File: src/rtl/rgb_to_gray_seq.sv
// Bit-serial RGB-to-luma converter: one coefficient bit per cycle, shift-add only.
// An optional bypass returns the G channel in a single cycle.
`timescale 1ns/1ps
module rgb_to_gray_seq #(
    parameter int unsigned COEF_R   = 77,
    parameter int unsigned COEF_G   = 150,
    parameter int unsigned COEF_B   = 29,
    parameter bit          ROUND_EN = 1'b1
) (
    input  logic        clk_i,
    input  logic        nreset_i,
    input  logic [23:0] px_rgb_i,
    input  logic        px_rdy_i,
    input  logic        bypass_i,
    input  logic        clr_ovr_i,
    output logic [7:0]  gray_o,
    output logic        px_rdy_o,
    output logic        busy_o,
    output logic        overrun_o
);

    generate
        if (COEF_R + COEF_G + COEF_B != 256) begin : g_bad_coef
            $error("rgb_to_gray_seq: COEF_R+COEF_G+COEF_B must equal 256");
        end
    endgenerate

    localparam logic [7:0]  LP_CR   = COEF_R[7:0];
    localparam logic [7:0]  LP_CG   = COEF_G[7:0];
    localparam logic [7:0]  LP_CB   = COEF_B[7:0];
    localparam logic [15:0] LP_INIT = ROUND_EN ? 16'd128 : 16'd0;

    typedef enum logic {S_IDLE, S_CALC} state_t;

    state_t      r_state;
    logic [7:0]  r_r, r_g, r_b;
    logic [15:0] r_acc;
    logic [2:0]  r_k;
    logic [7:0]  r_gray;
    logic        r_rdy;
    logic        r_ovr;

    logic [9:0]  w_term;
    logic [15:0] w_shifted;
    logic [15:0] w_sum;

    // Partial product for coefficient bit k, weighted by 2^k.
    always_comb begin
        w_term    = (LP_CR[r_k] ? {2'b00, r_r} : 10'd0)
                  + (LP_CG[r_k] ? {2'b00, r_g} : 10'd0)
                  + (LP_CB[r_k] ? {2'b00, r_b} : 10'd0);
        w_shifted = {6'd0, w_term} << r_k;
        w_sum     = r_acc + w_shifted;
    end

    always_ff @(posedge clk_i or negedge nreset_i) begin
        if (!nreset_i) begin
            r_state <= S_IDLE;
            r_r     <= 8'd0;
            r_g     <= 8'd0;
            r_b     <= 8'd0;
            r_acc   <= 16'd0;
            r_k     <= 3'd0;
            r_gray  <= 8'd0;
            r_rdy   <= 1'b0;
            r_ovr   <= 1'b0;
        end else begin
            r_rdy <= 1'b0;
            if (clr_ovr_i)
                r_ovr <= 1'b0;
            case (r_state)
                S_IDLE: begin
                    if (px_rdy_i) begin
                        if (bypass_i) begin
                            r_gray <= px_rgb_i[15:8];
                            r_rdy  <= 1'b1;
                        end else begin
                            r_r     <= px_rgb_i[23:16];
                            r_g     <= px_rgb_i[15:8];
                            r_b     <= px_rgb_i[7:0];
                            r_acc   <= LP_INIT;
                            r_k     <= 3'd0;
                            r_state <= S_CALC;
                        end
                    end
                end
                S_CALC: begin
                    // A drop overrides a clear on the same edge.
                    if (px_rdy_i)
                        r_ovr <= 1'b1;
                    r_acc <= w_sum;
                    r_k   <= r_k + 3'd1;
                    if (r_k == 3'd7) begin
                        r_gray  <= w_sum[15:8];
                        r_rdy   <= 1'b1;
                        r_state <= S_IDLE;
                    end
                end
                default: r_state <= S_IDLE;
            endcase
        end
    end

    assign gray_o    = r_gray;
    assign px_rdy_o  = r_rdy;
    assign busy_o    = (r_state == S_CALC);
    assign overrun_o = r_ovr;

endmodule

File: config.mk
export PLATFORM = sky130hd
export DESIGN_NAME = rgb_to_gray_seq
export DESIGN_NICKNAME = d
export VERILOG_FILES = /design/src/rtl/rgb_to_gray_seq.sv
export SDC_FILE = /design/constraint.sdc
export NUM_CORES = 1
export LEC_CHECK = 0
export ABC_AREA = 1
export ABC_CLOCK_PERIOD_IN_PS = 6000
export BUFFER_PORTS_ARGS = -buffer_cell sky130_fd_sc_hd__buf_2
export CAP_MARGIN = 10
export CORE_MARGIN = 1
export CORE_UTILIZATION = 35
export DETAILED_ROUTE_END_ITERATION = 10
export GPL_TIMING_DRIVEN = 0
export PLACE_DENSITY = 0.61
export SLEW_MARGIN = 20
export SYNTH_ARGS = -nofsm -noshare
export SYNTH_HDL_FRONTEND = slang
export SYNTH_SLANG_ARGS = --single-unit
File: constraint.sdc
create_clock -name clk_i -period 6 [get_ports clk_i]
set_input_delay 1.2 -clock clk_i [delete_from_list [all_inputs] [get_ports clk_i]]
set_output_delay 1.2 -clock clk_i [all_outputs]
set_load 0.01 [all_outputs]
==> impl_metrics.csv, run 1 <==
group,metric,value,unit
sta,max_freq,187,MHz
synth,synth.top_cell.area_share,34.8,%
floorplan,dieArea,11500,µm²
final_layout,area_growth_syn_to_layout,12.6,%
global_route,grt_pass1_wl,16800,µm
place,gp_congestion,0.858,
min_path,min_path_cells,1,
worst_setup_path,reg2reg_slack,0.64,ns
sta,clock_skew,0.00756,ns
global_route,grt_pass1_vias,3502,
cts,cts_root_buf,"clkbuf_8",
cts,cts_resized,0,
global_route,grt_max_degree,55,
min_path,min_path_type,"flip-flop to flip-flop",
cts,insertion_delay,0.32,ns
worst_setup_path,crit_fanout,10,
worst_setup_path,r2r_cells,29,
cts,cts_tree,"yes",
synth,synth_cell_types,37,
run_status,outcome,"completed",
synth,ys_ff_latch,54,
sta,finalCritPeriodShare,89.3,%
synth,synthAdderAreaFrac,13.5,%
route,drt_iter0_drc,191,
cts,cts_made_buffers,5,
synth,synth-seq-area-share,34.8,%
floorplan,placementRows,38,
worst_setup_path,slowest_stage,"o21ai_1",
synth,yosysMostFrequentCell,"nand2_1",
floorplan,chipHeight,107,µm
floorplan,core_area,10800,µm²
cts,cts_setup_buffers,0,
synth,synth_flop_cell,"dfrtp_1",
job,maxCapViolCount,0,
worst_setup_path,cp.arrival,5.57,ns
synth,synthMuxAreaShare,6.31,%
cts,holdBufCountCts,0,
synth,synth_area,3890,µm²
sta,post-route-min-period,5.36,ns
floorplan,ios,40,
route,vias,3366,
global_route,grt_usage,18.6,%
floorplan,die_x,107,µm
synth,synth_fp_nets,549,
sta,finalSetupViolCount,0,
sta,hold_violations,0,
cts,cts.sinks,54,
min_path,hold_path_end,"r_r[6]",
sta,worst_pin_slew,0.711,ns
synth,yosysWarnings,0,
place,hpwl,7660,µm
synth,synth_top_area_cell,"dfrtp_1",
final_layout,diodes,0,
worst_setup_path,rr_endpoint,"r_acc[15]",
worst_setup_path,crit_required,6.21,ns
sta,rsz0062_at_grt,"no",
min_path,min_from,"r_r[6]",
route,ant_nets,0,
worst_setup_path,crit_path_end_kind,"flip-flop",
final_layout,num-fill-cells,1121,
worst_setup_path,slowest_delay,0.48,ns
synth,synth-edff-count,0,
route,drt-total-wl,9630,µm
synth,ys_top_cells_by_count,"nand2_1, dfrtp_1, inv_1",
sta,tns,0,ns
synth,synth-xor-area-share,2.03,%
synth,ys_async_sr_fraction,100,%
sta,maxSlewHeadroom,52.6,%
floorplan,initial_core_util,35.8,%
synth,ys_top_cells_by_area,"dfrtp_1, nand2_1, ha_1",
final_layout,finalNetCount,595,
synth,syn_area_per_cell,8.03,µm²
worst_setup_path,setup.worst_path.class,"flip-flop to flip-flop",
worst_setup_path,startpoint_type,"flip-flop",
route,wl_per_cell,14.4,µm
place,numPortBuffers,39,
synth,yosys.area_share.simple,23.7,%
route,drt-pass1-iter-count,4,
route,vias_per_cell,5.02,
final_layout,final_layout_size_suffix_gt1_share,19.6,%
cts,path_clk_slew,0.11,ns
synth,synth_top_family_by_area,"simple AND/OR/NAND/NOR gates",
synth,synth_compound_area_share,12.4,%
sta,slew_violations,0,
synth,synthCells,484,
global_route,grt-ovfl-total,0,
route,remaining_drc_errors,0,
cts,clockBufferDepth,2,
global_route,antenna_found_initial,0,
cts,htree_levels,2,
worst_setup_path,regToRegStartpoint,"r_k[1]",
## flip-flops by register name, summed over array words and instances, names as in the netlist
register   cells
gray_o         8
r_k            3
r_g            8
r_acc         16
px_rdy_o       1
r_b            8
r_r            8
overrun_o      1
busy_o         1
## cells in the final DEF (no fill, tap or decap), types with 3 or more instances in the layout
master / instances
clkbuf_8: 5
xor2_1: 4
o21ai_2: 6
nor2_1: 41
ha_1: 26
nand3_1: 39
a21o_1: 3
a21oi_2: 4
fa_1: 10
o22ai_1: 3
mux2_2: 20
nand2_2: 6
nand2_1: 105
clkbuf_1: 6
buf_2: 44
o21ai_1: 7
o21ai_0: 24
xnor2_1: 5
or2_2: 3
dfrtp_1: 54
nor3_1: 5
nand3_2: 4
inv_1: 49
a21oi_1: 34
## per-layer routing
metal / track usage [%] / up-vias / share of wire, %
li1: - / 1697 / -
met2: 30.8 / 50 / 47
met5: 0 / - / 0
met3: 2.30 / 12 / 2.7
met1: 25.4 / 1607 / 48
met4: 5.38 / 0 / 2.0
## per-stage QoR
step	util, %	hold slack, ns	setup WS [ns]	instances	cell area, µm²
6_report	40.4	0.518	0.644	671	4380
5_1_grt	40.4	0.534	0.125	671	4380
4_1_cts	40.4	0.519	0.653	671	4380
3_5_place_dp	39.3	0.494	0.703	663	4260
3_3_place_gp	39.3	0.491	0.725	663	4260
2_1_floorplan	-	0.478	1.35	484	3890
## worst max-delay path by stage
stage,from,endpoint,slack [ns]
finish,r_k[1],r_acc[15],0.64
global route,r_k[1],gray_o[4],0.13
detailed placement,r_k[1],gray_o[4],0.70
floorplan,r_k[0],r_acc[15],1.35
CTS,r_k[1],gray_o[4],0.65
global placement,r_k[0],gray_o[4],0.73
## cells by family (layout without fill, tap and decap cells)
group | Yosys count | after routing
AND/OR/NAND/NOR | 211 | 211
AO/OA/AOI/OAI | 85 | 85
buffers and inverters | 67 | 114
flip-flops | 54 | 54
adder cells (fa/ha/maj) | 36 | 36
multiplexers | 22 | 22
XOR/XNOR | 9 | 9
## final cells by class
class                      count  area [µm²]  area share [%]
buffer                        16        90.1            2.06
clock buffer                   5        68.8            1.57
clock inverter                 3        48.8            1.11
inverter                      51         191            4.37
multi-input combinational    363        2250            51.5
sequential                    54        1350            30.9
tap                          140         175            4.00
timing repair buffer          39         198            4.52
## worst max-delay path: cells and delay by family, from the launching register on
family,cells,cell delay (ns)
flops,1,0.41
compound gates,7,1.50
fa+ha+maj,5,1.60
buf+inv,6,0.58
xor+xnor,1,0.19
simple gates,10,0.97
Power of run 1 is not shown: default switching activity piles up to over one toggle a cycle in this logic, so the estimate is an artifact.
==> run 2: changes to the inputs <==
--- a/config.mk
+++ b/config.mk
@@ -9,6 +9,7 @@
 export ABC_CLOCK_PERIOD_IN_PS = 6000
 export BUFFER_PORTS_ARGS = -buffer_cell sky130_fd_sc_hd__buf_2
 export CAP_MARGIN = 10
+export CORE_ASPECT_RATIO = 1.2
 export CORE_MARGIN = 1
 export CORE_UTILIZATION = 35
 export DETAILED_ROUTE_END_ITERATION = 10
==> run 2 against run 1 <==
Net effect: cell area increased by 0.54%; global-route usage decreased by 0.87 points; critical path depth decreased by 1; critical path type unchanged; highest routed layer unchanged.
==> impl_metrics.csv, run 2 (synthesis results as in run 1) <==
group,metric,value,unit
floorplan,dieArea,11500,µm²
final_layout,largest_reg_flops,16,
final_layout,diodes,0,
worst_setup_path,reg2reg_slack,0.64,ns
sta,post-route-min-period,5.36,ns
route,wl_per_cell,14.7,µm
sta,finalSetupViolCount,0,
sta,slew_violations,0,
sta,tns,0,ns
sta,rsz0062_at_grt,"no",
run_status,outcome,"completed",
route,ant_nets,0,
global_route,grt_usage,17.7,%
cts,cts_setup_buffers,0,
worst_setup_path,crit_fanout,10,
global_route,grt_pass1_vias,3337,
worst_setup_path,cp.arrival,5.53,ns
place,gp_congestion,0.902,
cts,cts_tree,"yes",
floorplan,die_x,98.2,µm
route,drt_iter0_drc,168,
job,maxCapViolCount,0,
worst_setup_path,crit_path_end_kind,"flip-flop",
worst_setup_path,setup.worst_path.class,"flip-flop to flip-flop",
global_route,grt_pass1_wl,16200,µm
floorplan,chipHeight,117,µm
sta,maxSlewHeadroom,52.6,%
floorplan,placementRows,41,
final_layout,area_growth_syn_to_layout,13.2,%
worst_setup_path,slowest_delay,0.52,ns
cts,path_clk_slew,0.08,ns
min_path,min_path_type,"flip-flop to flip-flop",
global_route,antenna_found_initial,0,
cts,holdBufCountCts,0,
floorplan,core_area,10700,µm²
route,drt-pass1-iter-count,6,
cts,insertion_delay,0.30,ns
cts,cts.sinks,54,
worst_setup_path,slowest_stage,"fa_1",
sta,clock_skew,0.00976,ns
route,drt-total-wl,9680,µm
sta,hold_violations,0,
worst_setup_path,startpoint_type,"flip-flop",
final_layout,final_layout_size_suffix_gt1_share,19.6,%
route,vias,3303,
floorplan,ios,40,
place,numPortBuffers,39,
final_layout,top_register,"r_acc",
cts,cts_resized,0,
global_route,grt_max_degree,55,
cts,cts_root_buf,"clkbuf_16",
sta,max_freq,187,MHz
route,remaining_drc_errors,0,
cts,clockBufferDepth,2,
final_layout,final_common_cell,"nand2_1",
final_layout,finalNetCount,595,
sta,finalCritPeriodShare,89.3,%
final_layout,layout_common_cells,"nand2_1, dfrtp_1, inv_1, buf_2, nor2_1",
cts,cts_made_buffers,5,
global_route,grt-ovfl-total,0,
final_layout,num-fill-cells,1100,
sta,worst_pin_slew,0.711,ns
route,vias_per_cell,5.00,
floorplan,initial_core_util,36.4,%
worst_setup_path,crit_required,6.17,ns
place,hpwl,7580,µm
cts,htree_levels,2,
==> run 2: cell count changes in the layout (fill, tap and decap cells not counted) <==
cell,previous run,this run
clkbuf_8,5,1
bufinv_16,1,0
clkbuf_16,0,5
inv_6,0,1
inv_8,1,0
==> run 2: layout make-up <==
cell class	count	area, µm²	share of cell area (%)
multi-input combinational	363	2250	51.2
inverter	51	191	4.35
tap	129	161	3.67
clock buffer	6	139	3.16
timing repair buffer	39	198	4.49
sequential	54	1350	30.7
clock inverter	2	16.3	0.370
buffer	16	90.1	2.05
==> run 2: worst max-delay path: cells and delay by family (launching register included) <==
kind / cells / cell delay, ns
fa+ha+maj: 5 / 1.81
buf+inv: 4 / 0.46
simple gates: 12 / 1.29
xor+xnor: 1 / 0.18
flops: 1 / 0.48
compound gates: 6 / 1.00
==> run 2: final timing paths <==
path,endpoint,from,cells after the start
setup / recovery,r_acc[15],r_k[0],28
max in group asynchronous,r_acc[8],nreset_i,1
hold reg to reg,r_g[7],r_g[7],1
hold / removal,r_g[7],r_g[7],1
min in group asynchronous,px_rdy_o,nreset_i,1
setup reg to reg,r_acc[15],r_k[0],28
==> run 2: stage by stage <==
stage | hold WS, ns | cells | instance area, µm² | utilization, % | setup slack (ns)
floorplan | 0.478 | 484 | 3890 | - | 1.35
global placement | 0.489 | 652 | 4240 | 39.8 | 0.690
detailed placement | 0.493 | 652 | 4250 | 39.8 | 0.645
CTS | 0.510 | 660 | 4400 | 41.2 | 0.618
global route | 0.527 | 660 | 4400 | 41.2 | 0.0987
finish | 0.507 | 660 | 4400 | 41.2 | 0.641
==> run 2: metal layers <==
layer  global-route usage, %  vias up  wire length, µm
met5                       0        -                0
met4                    5.50        0              186
met3                    2.21       12              315
met2                    31.5       53             4810
met1                    22.1     1550             4360
li1                        -     1688                -
Power of run 2 is left out for the same reason.
